===== src/rtl/controle_contagem_regressiva.sv =====
// Round countdown timer controller.
// Sequences an external 4-bit down counter: clears it while idle, loads the
// captured limit, then strobes one count step every TICK_DIV clocks until the
// counter's rco reports zero. Supports pause (partial-step time is kept) and
// cancel, and reports expiry with a one-cycle timeout pulse.
module controle_contagem_regressiva #(
  parameter int TICK_DIV = 1000
) (
  input  logic       clock,
  input  logic       reset,
  input  logic       iniciar,
  input  logic       pausar,
  input  logic       cancelar,
  input  logic [3:0] limite,
  input  logic       rco,
  output logic       zera_n,
  output logic       carrega_n,
  output logic       conta_t,
  output logic       conta_p,
  output logic [5:0] valor_carga,
  output logic       ativo,
  output logic       pausado,
  output logic       timeout,
  output logic [2:0] db_estado
);

  // Prescaler needs at least one bit even when every clock is a step.
  localparam int PRESC_W = (TICK_DIV > 1) ? $clog2(TICK_DIV) : 1;
  localparam logic [PRESC_W-1:0] PRESC_MAX = PRESC_W'(TICK_DIV - 1);

  typedef enum logic [2:0] {
    INICIAL  = 3'b000,
    PREPARA  = 3'b001,
    CONTA    = 3'b010,
    PAUSA    = 3'b011,
    EXPIRADO = 3'b100
  } estado_t;

  estado_t              estado;
  estado_t              estado_prox;
  logic [PRESC_W-1:0]   presc;
  logic [PRESC_W-1:0]   presc_prox;
  logic                 passo_livre;
  logic                 fim_passo;

  // Counting advances only in CONTA with nothing holding it back; rco blocks
  // the strobe so the counter can never wrap below zero.
  assign passo_livre = (estado == CONTA) && !rco && !pausar && !cancelar;
  assign fim_passo   = (presc == PRESC_MAX);
  assign conta_p     = passo_livre && fim_passo;
  assign db_estado   = estado;

  // Next-state selection; in CONTA cancel beats expiry, expiry beats pause.
  always_comb begin
    estado_prox = INICIAL;
    case (estado)
      INICIAL:  estado_prox = iniciar ? PREPARA : INICIAL;
      PREPARA:  estado_prox = CONTA;
      CONTA: begin
        if (cancelar)      estado_prox = INICIAL;
        else if (rco)      estado_prox = EXPIRADO;
        else if (pausar)   estado_prox = PAUSA;
        else               estado_prox = CONTA;
      end
      PAUSA: begin
        if (cancelar)      estado_prox = INICIAL;
        else if (!pausar)  estado_prox = CONTA;
        else               estado_prox = PAUSA;
      end
      EXPIRADO: estado_prox = INICIAL;
      default:  estado_prox = INICIAL;
    endcase
  end

  // Prescaler: zeroed before a countdown, frozen while paused so no
  // partial-step time is lost, wraps on the strobe cycle.
  always_comb begin
    presc_prox = presc;
    case (estado)
      INICIAL, PREPARA: presc_prox = '0;
      CONTA: begin
        if (passo_livre) begin
          presc_prox = fim_passo ? '0 : presc + PRESC_W'(1);
        end
      end
      default: presc_prox = presc;
    endcase
  end

  // State, prescaler, captured limit and Moore outputs registered together;
  // outputs are decoded from the next state so they line up with the state.
  always_ff @(posedge clock or posedge reset) begin
    if (reset) begin
      estado      <= INICIAL;
      presc       <= '0;
      valor_carga <= '0;
      zera_n      <= 1'b0;
      carrega_n   <= 1'b1;
      conta_t     <= 1'b0;
      ativo       <= 1'b0;
      pausado     <= 1'b0;
      timeout     <= 1'b0;
    end else begin
      estado <= estado_prox;
      presc  <= presc_prox;
      if ((estado == INICIAL) && iniciar) begin
        valor_carga <= {2'b00, limite};
      end
      zera_n    <= (estado_prox != INICIAL);
      carrega_n <= (estado_prox != PREPARA);
      conta_t   <= (estado_prox == CONTA);
      ativo     <= (estado_prox == PREPARA) || (estado_prox == CONTA) ||
                   (estado_prox == PAUSA);
      pausado   <= (estado_prox == PAUSA);
      timeout   <= (estado_prox == EXPIRADO);
    end
  end

endmodule

===== config.mk =====
export PLATFORM = sky130hd
export DESIGN_NAME = controle_contagem_regressiva
export DESIGN_NICKNAME = d
export VERILOG_FILES = /design/src/rtl/controle_contagem_regressiva.sv
export SDC_FILE = /design/constraint.sdc
export NUM_CORES = 1
export LEC_CHECK = 0
export ABC_AREA = 1
export BUFFER_PORTS_ARGS = -buffer_cell sky130_fd_sc_hd__buf_2
export CAP_MARGIN = 20
export CELL_PAD_IN_SITES_DETAIL_PLACEMENT = 0
export CELL_PAD_IN_SITES_GLOBAL_PLACEMENT = 1
export CORE_ASPECT_RATIO = 0.7
export CORE_MARGIN = 1
export CORE_UTILIZATION = 40
export DETAILED_ROUTE_END_ITERATION = 8
export PLACE_DENSITY_LB_ADDON = 0.25
export SLEW_MARGIN = 15
export SYNTH_ARGS = -nofsm -noshare
export SYNTH_HDL_FRONTEND = slang
export SYNTH_SLANG_ARGS = --single-unit

===== constraint.sdc =====
create_clock -name clock -period 1.43 [get_ports clock]
set_input_delay 0.143 -clock clock [delete_from_list [all_inputs] [get_ports clock]]
set_output_delay 0.143 -clock clock [all_outputs]
set_load 0.005 [all_outputs]

Word level (Yosys, flattened, before mapping)
Cells that the tools add are included.
{"block": "totals", "regBits": 23, "elab_cells": 44}
{"block": "classes", "n_addsub": 1, "n_eq_ne": 10, "mux": 9, "n_reduce_logical": 15}
{"op": "10-bit 2-to-1 mux", "count": 2}
{"op": "10-bit case mux with 2 select lines", "count": 1}
{"op": "3-bit by 2-bit == test with 1-bit output (second input constant)", "count": 4}
{"op": "3-bit case mux with 4 select lines", "count": 1}
{"op": "10-bit by 1-bit adder with 10-bit output (second input constant)", "count": 1}
{"op": "10-bit == test (second input constant)", "count": 1}
{"op": "3-bit 2-to-1 mux", "count": 3}
{"op": "3-bit by 1-bit == test with 1-bit output (second input constant)", "count": 2}
{"op": "1-bit logical AND", "count": 5}
{"op": "3-bit == test (second input constant)", "count": 1}
{"op": "1-bit logical NOT", "count": 3}
{"op": "3-bit logical NOT", "count": 1}
{"op": "3-bit by 1-bit != test with 1-bit output (second input constant)", "count": 1}
{"op": "3-bit nonzero test", "count": 1}
{"op": "1-bit logical OR", "count": 2}
{"op": "1-bit 2-to-1 mux", "count": 2}
{"op": "2-bit != test (second input constant)", "count": 1}
{"op": "2-bit AND reduction", "count": 1}
{"op": "2-bit nonzero test", "count": 1}
{"op": "2-bit OR reduction", "count": 1}

Depth between registers and ports, before layout
{"block": "logic_depth", "ltp_word": 7, "depth_mapped": 9}

Worst setup path after synthesis
OpenSTA, ideal clock, no wires.
{"block": "synth_timing", "kind": "reg-to-reg", "start": "register presc[0]", "end": "register presc[8]", "t_arrival_ns": 1.237, "path_slack_ns": 0.120, "stages_incl_launch_ff": 9, "synth_period_minus_slack_ns": 1.310, "path_cell_list": "dfrtp_1 -> ha_1 -> nand2_1 -> nor2_1 -> nand3_1 -> nand2_1 -> nand2_2 -> nand2_1 -> a21oi_2"}
{"block": "synth_between", "elab_chain_cells": 4, "elab_cells_between_ends": 5, "cone_classes": "1 x add/sub; 1 x eq/ne; 3 x mux"}
{"item": "from (decl)", "line_no": "41", "source": "logic [PRESC_W-1:0] presc;"}
{"item": "from (signal assigned)", "line_no": "105", "source": "presc <= presc_prox;"}
{"item": "10-bit by 1-bit adder with 10-bit output or 10-bit == test (tied branches)", "line_no": "83, 49"}
{"item": "10-bit 2-to-1 mux *", "line_no": "83", "source": "presc_prox = fim_passo ? '0 : presc + PRESC_W'(1);"}
{"item": "10-bit 2-to-1 mux *", "line_no": "82", "source": "if (passo_livre) begin"}
{"item": "10-bit case mux with 2 select lines *", "line_no": "79", "source": "case (estado)"}
Mark *: on every way between the ends. The rest lies on a longest branch, timed or not. The select of a mux whose other input is x is not followed.
A chain may end at the register's enable or synchronous reset.

Worst setup path in the final report
{"block": "layout_timing", "start": "register estado[2], in the netlist db_estado[2]", "end": "output port conta_p"}
{"block": "layout_between", "elab_chain_cells": 5}
{"item": "from (decl)", "line_no": "39", "source": "estado_t estado;"}
{"item": "from (signal assigned)", "line_no": "104", "source": "estado <= estado_prox;"}
{"item": "3-bit by 2-bit == test with 1-bit output", "line_no": "48", "source": "assign passo_livre = (estado == CONTA) && !rco && !pausar && !cancelar;"}
{"item": "1-bit logical AND (3 in series)", "line_no": "48"}
{"item": "1-bit logical AND", "line_no": "50", "source": "assign conta_p = passo_livre && fim_passo;"}
{"item": "to (decl)", "line_no": "19", "source": "output logic conta_p,"}
Every way passes these cells.

==> results.txt <==
----------------------------------------------------
[Layout]
  Layout cell share with drive strength beyond 1 ... 37.8%
  Storage cell area ... approximately 580 sq um
  Multi-input logic area ... 676 sq um
  Cell area after layout ... 1670 sq um
  Number of antenna diodes ... 0
  Synthesis-to-finish area growth ... 26.8%
  Fill cell total of the finished layout ... 316
  Final Net Count ... between 200 and 250
  Post-route core utilization ... 53.2%

[Worst setup path]
  Required time at the worst-slack endpoint ... 1.29 ns
  CP arrival ... 1.32 ns
  Kind of capture point of the worst setup path ... output pin
  Critical path startpoint category ... register
  Kind of critical path ... reg2out
  Maximum fanout count along the critical path ... 2

[Power]
  Int Power ... 1.40 mW
  Static leakage ... 0.873 nW
  Cell area power density ... 1350 nW/um^2
  Share of total power in combinational logic ... 42.0%
  Psw ... 0.859 mW
  Worst ir drop on vdd ... ~1000 uV
  Part of the total power dissipated in the clock network ... approximately 18%
  Sequential fraction of design power ... 40.1%
  Proportion of total power due to net switching ... about two fifths

[Floorplan]
  Number of rows in the core area ... 17
  Ports ... 26
  Initial Utilization ... 41.9%
  Vert. Die Dim ... ~50 um
  Width of the die ... 70.7 um
  Total Die Area ... between 3000 and 4000 sq um
  Area inside the core boundary ... between 3000 and 4000 sq um

[Clock tree]
  Clock tree root buffer cell ... sky130_fd_sc_hd__clkbuf_8
  Maximum root-to-sink buffer count ... 2
  TritonCTS clock tree ... built
  Insertion delay to the later sink of the worst-skew pair ... 0.26 ns
  Clk pin slew, worst setup/hold paths ... 0.08 ns
  H-tree levels ... 1
  Number of sinks driven by the clock tree ... 23
  Num CTS Buffers ... 3

[Logic synthesis]
  Netlist Area Pre-Place ... 1320 sq um
  Sequential share of the synthesized area ... 43.7%
  Post-synthesis cell type count ... 31
  Post-synthesis register bit count ... 23
  Number of cells produced by synthesis ... 161
  Syn avg cell area ... 8.20 sq um
  Synth warn ... 0

[Outcome]
  Run status ... complete, but fails checks
  Violated checks ... setup timing

[Route]
  Routed WL ... 2680 um
  Number of nets with antenna violations after detailed routing ... 0
  Drt first pass iters ... 4
  Via-per-instance ratio ... 4.61
  Routed wire per std cell ... 11.2 um
  Number of DRC markers after the initial detailed-route iteration ... 40
  Post-detailed-route DRC marker count ... 0
  Via Count ... between 1000 and 1500

[Timing]
  Crit path setup slack, layout ... -0.0366 ns
  Post-route clock skew ... 0.00257 ns
  Final Cycle Share ... 103%
  Post-route minimum period ... 1.47 ns
  Final Setup Violations ... 1
  Highest clock frequency the design can meet ... ~0.68 GHz
  Unrepaired setup endpoints after global routing ... yes
  Endpoints failing hold ... 0
  Final-layout setup total negative slack ... -0.0366 ns
  Final-report max-slew violation count ... 0

[Global routing]
  Overall routing resource usage ... 17.2%
  GR Overflow Total ... 0
  Number of antenna violations at the first check in global routing ... 0
  Maximum number of pins on one net before global-route repair ... 24
  Number of global-route vias before repair ... 1011
  Global-route wire length before repair ... between 4000 and 5000 um

[Placed design]
  Detailed placer's ending HPWL ... just under 2000 um
  Instance area at placement ... 1470 sq um
  Global placer's final weighted congestion ... 0.845
  Number of buffers inserted by port buffering ... 23

[Flow run]
  Max cap viols ... 0

[Min path]
  Class of the tightest hold or removal check ... in2reg

----------------------------------------------------
==> layout make-up <==
cell class / instances / area share, %
clock buffer: 4 / 2.69
multi-input combinational: 111 / 40.4
sequential: 23 / 34.5
inverter: 24 / 5.38
timing repair buffer: 39 / 14.2
tap: 38 / 2.84
==> registers in the layout, summed over array words and instances, names as in the netlist <==
register     count
presc           10
conta_t          1
carrega_n        1
pausado          1
zera_n           1
timeout          1
valor_carga      4
ativo            1
db_estado        3
==> Yosys cell counts <==
cell type / n / area [sq um]
sky130_fd_sc_hd__nand4_1: 2 / 12.5
sky130_fd_sc_hd__nand3_1: 10 / 50.1
sky130_fd_sc_hd__nor2_1: 20 / 75.1
sky130_fd_sc_hd__inv_1: 22 / 82.6
sky130_fd_sc_hd__ha_1: 1 / 12.5
sky130_fd_sc_hd__conb_1: 1 / 3.75
sky130_fd_sc_hd__nor4_1: 1 / 6.26
sky130_fd_sc_hd__buf_6: 1 / 11.3
sky130_fd_sc_hd__dfstp_2: 1 / 26.3
sky130_fd_sc_hd__nand2_4: 1 / 11.3
sky130_fd_sc_hd__nor2_4: 4 / 45.0
sky130_fd_sc_hd__nand3_4: 1 / 17.5
sky130_fd_sc_hd__or2_1: 2 / 12.5
sky130_fd_sc_hd__o21ai_2: 2 / 17.5
sky130_fd_sc_hd__nand2_1: 46 / 173
sky130_fd_sc_hd__dfrtp_1: 22 / 551
sky130_fd_sc_hd__nor3_4: 1 / 16.3
sky130_fd_sc_hd__a21oi_1: 1 / 5.00
sky130_fd_sc_hd__nor3_2: 1 / 10.0
sky130_fd_sc_hd__buf_12: 1 / 20.0
sky130_fd_sc_hd__buf_4: 2 / 15.0
sky130_fd_sc_hd__nand2_8: 1 / 20.0
sky130_fd_sc_hd__nand3b_1: 1 / 7.51
sky130_fd_sc_hd__a21oi_2: 2 / 17.5
sky130_fd_sc_hd__nand2_2: 5 / 31.3
sky130_fd_sc_hd__nor2_2: 2 / 12.5
sky130_fd_sc_hd__inv_2: 2 / 7.51
sky130_fd_sc_hd__nor2_8: 1 / 20.0
sky130_fd_sc_hd__o21ai_0: 1 / 5.00
sky130_fd_sc_hd__o21ai_1: 1 / 5.00
sky130_fd_sc_hd__nand3_2: 2 / 20.0
==> final timing paths <==
path                                 from              to  slack, ns  cells past startpoint
max in group asynchronous           reset       carrega_n       0.70                      4
min in group asynchronous           reset  valor_carga[2]       0.45                      4
hold reg to reg            valor_carga[2]  valor_carga[2]       0.47                      2
hold / removal                  limite[2]  valor_carga[2]       0.08                      3
setup / recovery             db_estado[2]         conta_p      -0.04                      6
setup reg to reg             db_estado[2]        presc[4]       0.02                      7
==> kinds of logic after synthesis <==
logic type | share of synthesized area [%]
simple gates | 40.9
buf+inv | 10.3
flops | 43.7
compound gates | 3.79
fa+ha+maj | 0.948
other cells | 0.284
==> critical path, stage by stage (launching register included) <==
cell	delay [ns]
sky130_fd_sc_hd__dfrtp_1	0.39
sky130_fd_sc_hd__inv_2	0.08
sky130_fd_sc_hd__nand2_4	0.06
sky130_fd_sc_hd__nor2_8	0.12
sky130_fd_sc_hd__nand2_8	0.06
sky130_fd_sc_hd__nor4_4	0.20
sky130_fd_sc_hd__buf_2	0.15
==> metrics by stage <==
step / power, mW / hold WS, ns / instances / worst slack [ns]
after detailed placement: 1.81 / 0.205 / 223 / 0.0217
final: 2.26 / 0.0781 / 239 / -0.0366
after global routing: 2.44 / 0.0746 / 239 / -0.115
after global placement: 1.80 / 0.201 / 223 / 0.0774
after floorplan: 1.59 / 0.144 / 162 / 0.120
after CTS: 2.28 / 0.0774 / 238 / -0.0108
==> cells in the final DEF (no fill, tap or decap) <==
master                          instances
sky130_fd_sc_hd__dlygate4sd3_1          1
sky130_fd_sc_hd__a21oi_2                2
sky130_fd_sc_hd__inv_1                 19
sky130_fd_sc_hd__nand2_2                6
sky130_fd_sc_hd__nor2_4                 5
sky130_fd_sc_hd__dfrtp_2                1
sky130_fd_sc_hd__nand4_1                2
sky130_fd_sc_hd__clkbuf_8               3
sky130_fd_sc_hd__nand3_1               10
sky130_fd_sc_hd__nor2_1                20
sky130_fd_sc_hd__dfrtp_1               21
sky130_fd_sc_hd__o21ai_0                1
sky130_fd_sc_hd__o21ai_1                1
sky130_fd_sc_hd__nor2_8                 1
sky130_fd_sc_hd__nand3_2                2
sky130_fd_sc_hd__nand3_4                1
sky130_fd_sc_hd__buf_2                 23
sky130_fd_sc_hd__conb_1                 2
sky130_fd_sc_hd__nor3_4                 2
sky130_fd_sc_hd__ha_4                   1
sky130_fd_sc_hd__nor2_2                 1
sky130_fd_sc_hd__o21ai_2                2
sky130_fd_sc_hd__inv_2                  5
sky130_fd_sc_hd__dfstp_2                1
sky130_fd_sc_hd__a21oi_1                1
sky130_fd_sc_hd__nand3b_1               1
sky130_fd_sc_hd__nand2_8                2
sky130_fd_sc_hd__clkbuf_1               1
sky130_fd_sc_hd__nand2_1               43
sky130_fd_sc_hd__nand2_4                2
sky130_fd_sc_hd__nor4_4                 1
sky130_fd_sc_hd__or2_1                  2
sky130_fd_sc_hd__buf_4                 15
==> timing repair <==
action	CTS	global route
pin swaps	5	2
hold buffers	1	0
setup buffers	10	1
setup endpoints to repair	2	12
gates resized for setup	13	3
endpoints found under the hold margin	22	0
==> power groups by stage <==
| stage | clock network [mW] | registers, mW | logic (mW) |
|---|---|---|---|
| after CTS | 0.418 | 0.912 | 0.950 |
| after global placement | 0 | 0.909 | 0.891 |
| final | 0.402 | 0.907 | 0.950 |
| after global routing | 0.448 | 0.931 | 1.06 |
| after floorplan | 0 | 0.934 | 0.657 |
| after detailed placement | 0 | 0.914 | 0.899 |
==> per-layer routing <==
metal / GRT usage, % / routed length (um) / vias up
met5: 0 / 0 / -
met4: 5.00 / 27 / 0
met1: 23.2 / 1320 / 514
li1: - / - / 571
met3: 4.91 / 100 / 2
met2: 27.0 / 1230 / 14
Note: power is estimated with default switching activity, not from simulation.
